--- src/rtl/mips_pkg.sv ---
// Shared constants for the MIPS-style datapath register file.
package mips_pkg;

   // Default register-address width (32 architectural registers).
   localparam int REG_ADDR_W = 5;

   // Default register and data-bus width.
   localparam int DATA_W     = 32;

   // Index of the hardwired-zero register.
   localparam int ZERO_REG   = 0;

endpackage : mips_pkg

--- src/rtl/mips_register_file_rf_reg.sv ---
// Single register-file entry: BUS_W-bit register with async clear and write enable.
module rf_reg
   import mips_pkg::*;
#(
   parameter int BUS_W = DATA_W
) (
   input  logic             clk,
   input  logic             rst,
   input  logic             en,
   input  logic [BUS_W-1:0] d,
   output logic [BUS_W-1:0] q
);

   // Clear immediately on reset; otherwise capture write data when enabled.
   always_ff @(posedge clk or posedge rst) begin
      if (rst) begin
         q <= '0;
      end else if (en) begin
         q <= d;
      end
   end

endmodule : rf_reg

--- src/rtl/mips_register_file.sv ---
// Two-read, one-write register file; register 0 is hardwired to zero.
// Reads are combinational with no write bypass: a same-cycle read of the
// register being written returns the old value until the clock edge.
module mips_register_file
   import mips_pkg::*;
#(
   parameter int ADDR  = REG_ADDR_W,
   parameter int BUS_W = DATA_W
) (
   input  logic             reloj_cucu,
   input  logic             reset,
   input  logic             r_write,
   input  logic [ADDR-1:0]  rd_addr,
   input  logic [BUS_W-1:0] rd_w_data,
   input  logic [ADDR-1:0]  rs_addr,
   input  logic [ADDR-1:0]  rt_addr,
   output logic [BUS_W-1:0] rs_data,
   output logic [BUS_W-1:0] rt_data
);

   localparam int            NREG      = 1 << ADDR;
   localparam logic [ADDR-1:0] ZERO_ADDR = ADDR'(ZERO_REG);

   // One enable per real register; entry 0 has no storage and no enable.
   logic [NREG-1:1]  wr_en;
   logic [BUS_W-1:0] regs [NREG];

   // Register 0 has no storage; it feeds a constant zero into the read muxes.
   assign regs[0] = '0;

   // Write-address decoder: one-hot enables gated by r_write.
   always_comb begin
      wr_en = '0;
      for (int i = 1; i < NREG; i++) begin
         wr_en[i] = r_write && (rd_addr == ADDR'(i));
      end
   end

   // Storage entries 1 .. 2^ADDR-1.
   for (genvar g = 1; g < NREG; g++) begin : g_reg
      rf_reg #(
         .BUS_W (BUS_W)
      ) u_rf_reg (
         .clk (reloj_cucu),
         .rst (reset),
         .en  (wr_en[g]),
         .d   (rd_w_data),
         .q   (regs[g])
      );
   end

   // Read port A: combinational mux with zero override for address 0.
   always_comb begin
      rs_data = '0;
      if (rs_addr != ZERO_ADDR) begin
         rs_data = regs[rs_addr];
      end
   end

   // Read port B: combinational mux with zero override for address 0.
   always_comb begin
      rt_data = '0;
      if (rt_addr != ZERO_ADDR) begin
         rt_data = regs[rt_addr];
      end
   end

endmodule : mips_register_file

--- config.mk ---
export PLATFORM = sky130hd
export DESIGN_NAME = mips_register_file
export DESIGN_NICKNAME = d
export VERILOG_FILES = /design/src/rtl/mips_pkg.sv /design/src/rtl/mips_register_file_rf_reg.sv /design/src/rtl/mips_register_file.sv
export SDC_FILE = /design/constraint.sdc
export NUM_CORES = 2
export LEC_CHECK = 0
export CORE_MARGIN = 2
export CORE_UTILIZATION = 55
export CTS_CLUSTER_SIZE = 12
export DETAILED_ROUTE_END_ITERATION = 8
export PLACE_DENSITY = 0.79
export SLEW_MARGIN = 15
export SYNTH_ARGS = -nofsm -noshare
export SYNTH_HDL_FRONTEND = slang
export SYNTH_SLANG_ARGS = --single-unit
--- constraint.sdc ---
create_clock -name reloj_cucu -period 32.8 [get_ports reloj_cucu]
set_input_delay 6.56 -clock reloj_cucu [delete_from_list [all_inputs] [get_ports reloj_cucu]]
set_output_delay 6.56 -clock reloj_cucu [all_outputs]
set_load 0.005 [all_outputs]
==> results.json <==
{
  "cts_sinks": 992,
  "fp.dieW_um": 316,
  "power.leakage_uw": 0.0251,
  "status": "completed",
  "drc": 0,
  "r2r_cells": 1,
  "finish.utilization_pct": 60.5,
  "fin_tns_setup_ns": 0,
  "grt_pass1_wl_mm": 235,
  "drive_gt1_share_pct": 44.2,
  "endpoint_kind": "output pin",
  "crit_type": "input port to output pin",
  "ctsHoldBuffers": 0,
  "htreeDepth": 3,
  "clkLatencyLatePin_ns": 0.68,
  "post_cts_resize_count": 0,
  "root_buffer": "clkbuf_16",
  "core_area_mm2": 0.0966,
  "fin_skew_ns": 0,
  "arrival_ns": 10.48,
  "cp_max_fo": 56,
  "p_per_area_mw_per_mm2": 60.9,
  "first_iter_violations": 3926,
  "whs_path_depth": 1,
  "synth_edf_count": 0,
  "drt.antenna.violating_nets": 0,
  "r2r-start": "g_reg[20].u_rf_reg.q[13]",
  "tritoncts": "yes",
  "initial_core_util_pct": 55.5,
  "largest_register": "g.u_rf_reg.q",
  "grt_max_degree": 180,
  "cts_setup_buffers": 0,
  "row_count": 114,
  "grt_pass1_vias": 36413,
  "wl_mm": 156,
  "syn_avg_cell_area_um2": 14.1,
  "period_share_pct": 52.0,
  "dp_hpwl_mm": 89.1,
  "rsz0062_at_grt": "no",
  "ios": 114,
  "grt_overflow": 0,
  "die_h_um": 316,
  "cts_buffers": 103,
  "min_to": "g_reg[12].u_rf_reg.q[29]",
  "drv_slew": 0,
  "antenna_found_initial": 7,
  "wl_per_cell_um": 31.0,
  "dieArea_mm2": 0.0999,
  "cts.path.max_buffers": 3,
  "synth_cells": 3798,
  "start_kind": "input port",
  "async_flop_share_pct": 100,
  "ir_worst_vdd_v": 0.0000402,
  "drv_cap": 0,
  "hp-start": "g_reg[12].u_rf_reg.q[29]",
  "ys_ff_latch": 992,
  "hold_violations": 0,
  "reg_top3": "g.u_rf_reg.q: 992 flops",
  "drt-vias-per-instance": 6.95,
  "layout_common_cells": "dfrtp_1 (992), mux2_2 (972), mux4_2 (410)",
  "required_ns": 26.24,
  "largest_register_ffs": 992,
  "fmax_ghz": 0.0587,
  "syn2layout_area_growth_pct": 9.06,
  "setup_viol": 0,
  "ys_warn_count": 0,
  "routed-via-count": 35049,
  "ys_types": 43,
  "rr_endpoint": "g_reg[20].u_rf_reg.q[13]",
  "routabilityCongestion": 0.825,
  "relSlewSlack_pct": 17.5,
  "netlist_area_mm2": 0.0536,
  "portBuffers": 113,
  "fin_crit_ns": 17.04,
  "ys_seq_area_share_pct": 46.3,
  "nets": 3739,
  "syn_nets": 3848,
  "hp-class": "flip-flop to flip-flop",
  "tightest_slew_ns": 1.23,
  "ys.flop_type": "dfrtp_1",
  "layout_commonest_cell": "dfrtp_1",
  "path_clk_slew_ns": 0.06,
  "grt_util_all_layers_pct": 31.7,
  "firstDrtPassIters": 5,
  "ff2ff_setup_slack_ns": 31.94
}
[synth_stat cells, types with 2 or more instances]
| library cell | count | area, um2 |
|---|---|---|
| dfrtp_1 | 992 | 24800 |
| mux2_2 | 972 | 10900 |
| mux4_2 | 410 | 9230 |
| nand2_1 | 237 | 890 |
| buf_2 | 178 | 891 |
| clkbuf_1 | 158 | 593 |
| a21oi_1 | 133 | 666 |
| mux2i_1 | 126 | 1260 |
| mux2_1 | 96 | 1080 |
| nor2_1 | 65 | 244 |
| o211ai_1 | 48 | 360 |
| nand3_1 | 41 | 205 |
| nor2b_1 | 41 | 257 |
| nor3_1 | 40 | 200 |
| a221oi_1 | 35 | 307 |
| o21ai_1 | 34 | 170 |
| a22oi_1 | 28 | 210 |
| o21ai_0 | 28 | 140 |
| buf_4 | 26 | 195 |
| buf_6 | 24 | 270 |
| buf_1 | 16 | 60.1 |
| o221ai_1 | 15 | 131 |
| a22o_1 | 6 | 52.6 |
| a311oi_1 | 6 | 52.6 |
| nand2b_1 | 6 | 37.5 |
| a41oi_1 | 5 | 43.8 |
| o21bai_1 | 4 | 30.0 |
| a221o_1 | 3 | 30.0 |
| nand4b_1 | 3 | 26.3 |
| or3_1 | 3 | 18.8 |
| a2111oi_0 | 2 | 17.5 |
| and2_1 | 2 | 12.5 |
| and3_1 | 2 | 12.5 |
| clkinv_1 | 2 | 7.51 |
| inv_1 | 2 | 7.51 |
| nor3b_2 | 2 | 25.0 |
[how the worst max path moves through the flow]
stage,start,endpoint,slack [ns],cells past startpoint
after floorplan,reset,g_reg[10].u_rf_reg.q[0],12.57,1
after global placement,rt_addr[1],rt_data[23],15.87,9
after detailed placement,rt_addr[1],rt_data[23],15.82,9
after CTS,rt_addr[1],rt_data[23],15.80,9
after global routing,rt_addr[1],rt_data[23],15.61,9
final,rt_addr[1],rt_data[8],15.76,9
[layer usage]
layer | part of all wire [%] | GRT usage, % | up-vias | wire length (um)
met1 | 39 | 43.1 | 18558 | 60300
met5 | 0.017 | 0 | - | 26
met3 | 9.9 | 7.15 | 488 | 15400
li1 | - | - | 14135 | -
met4 | 5.5 | 15.8 | 4 | 8650
met2 | 46 | 48.7 | 1864 | 71700
[power breakdown]
group / internal (uW) / switching [uW] / total, uW
Combinational: 448 / 299 / 747
Clock: 670 / 498 / 1170
Sequential: 1460 / 178 / 1640
Total: 2580 / 975 / 3560
[stage by stage]
stage	worst slack (ns)	area [um2]	hold slack (ns)	power (uW)	std cells
after CTS	15.80	58400	0.510	3560	5037
after global routing	15.61	58400	0.525	3700	5039
final	15.76	58400	0.506	3560	5041
after floorplan	12.57	53600	0.470	2190	3798
after global placement	15.87	55100	0.485	2360	4860
after detailed placement	15.82	55100	0.497	2400	4860
[worst max-delay path: stages]
cell and delay (ns):
buf_8 0.35, buf_4 0.73, buf_4 0.83, nand2b_1 0.36
o21ai_0 0.14, a311oi_1 0.34, nor3_1 0.12, a41oi_1 0.32
clkdlybuf4s50_1 0.57
[final cells by class]
type	instances	area [um2]
antenna	4	10.0
clock buffer	149	2960
clock inverter	28	347
fill	7096	38100
inverter	4	21.3
multi-input combinational	2400	26900
sequential	992	24800
tap	1276	1600
timing repair buffer	188	1760
[cell families after synthesis]
group	Yosys count	share of synthesized area, %
and+or+nand+nor	446	3.67
DFF	992	46.3
muxes	1604	42.0
AOI/OAI and AO/OA	350	4.17
buffers and inverters	406	3.78
(Power assumes the default switching activity.)
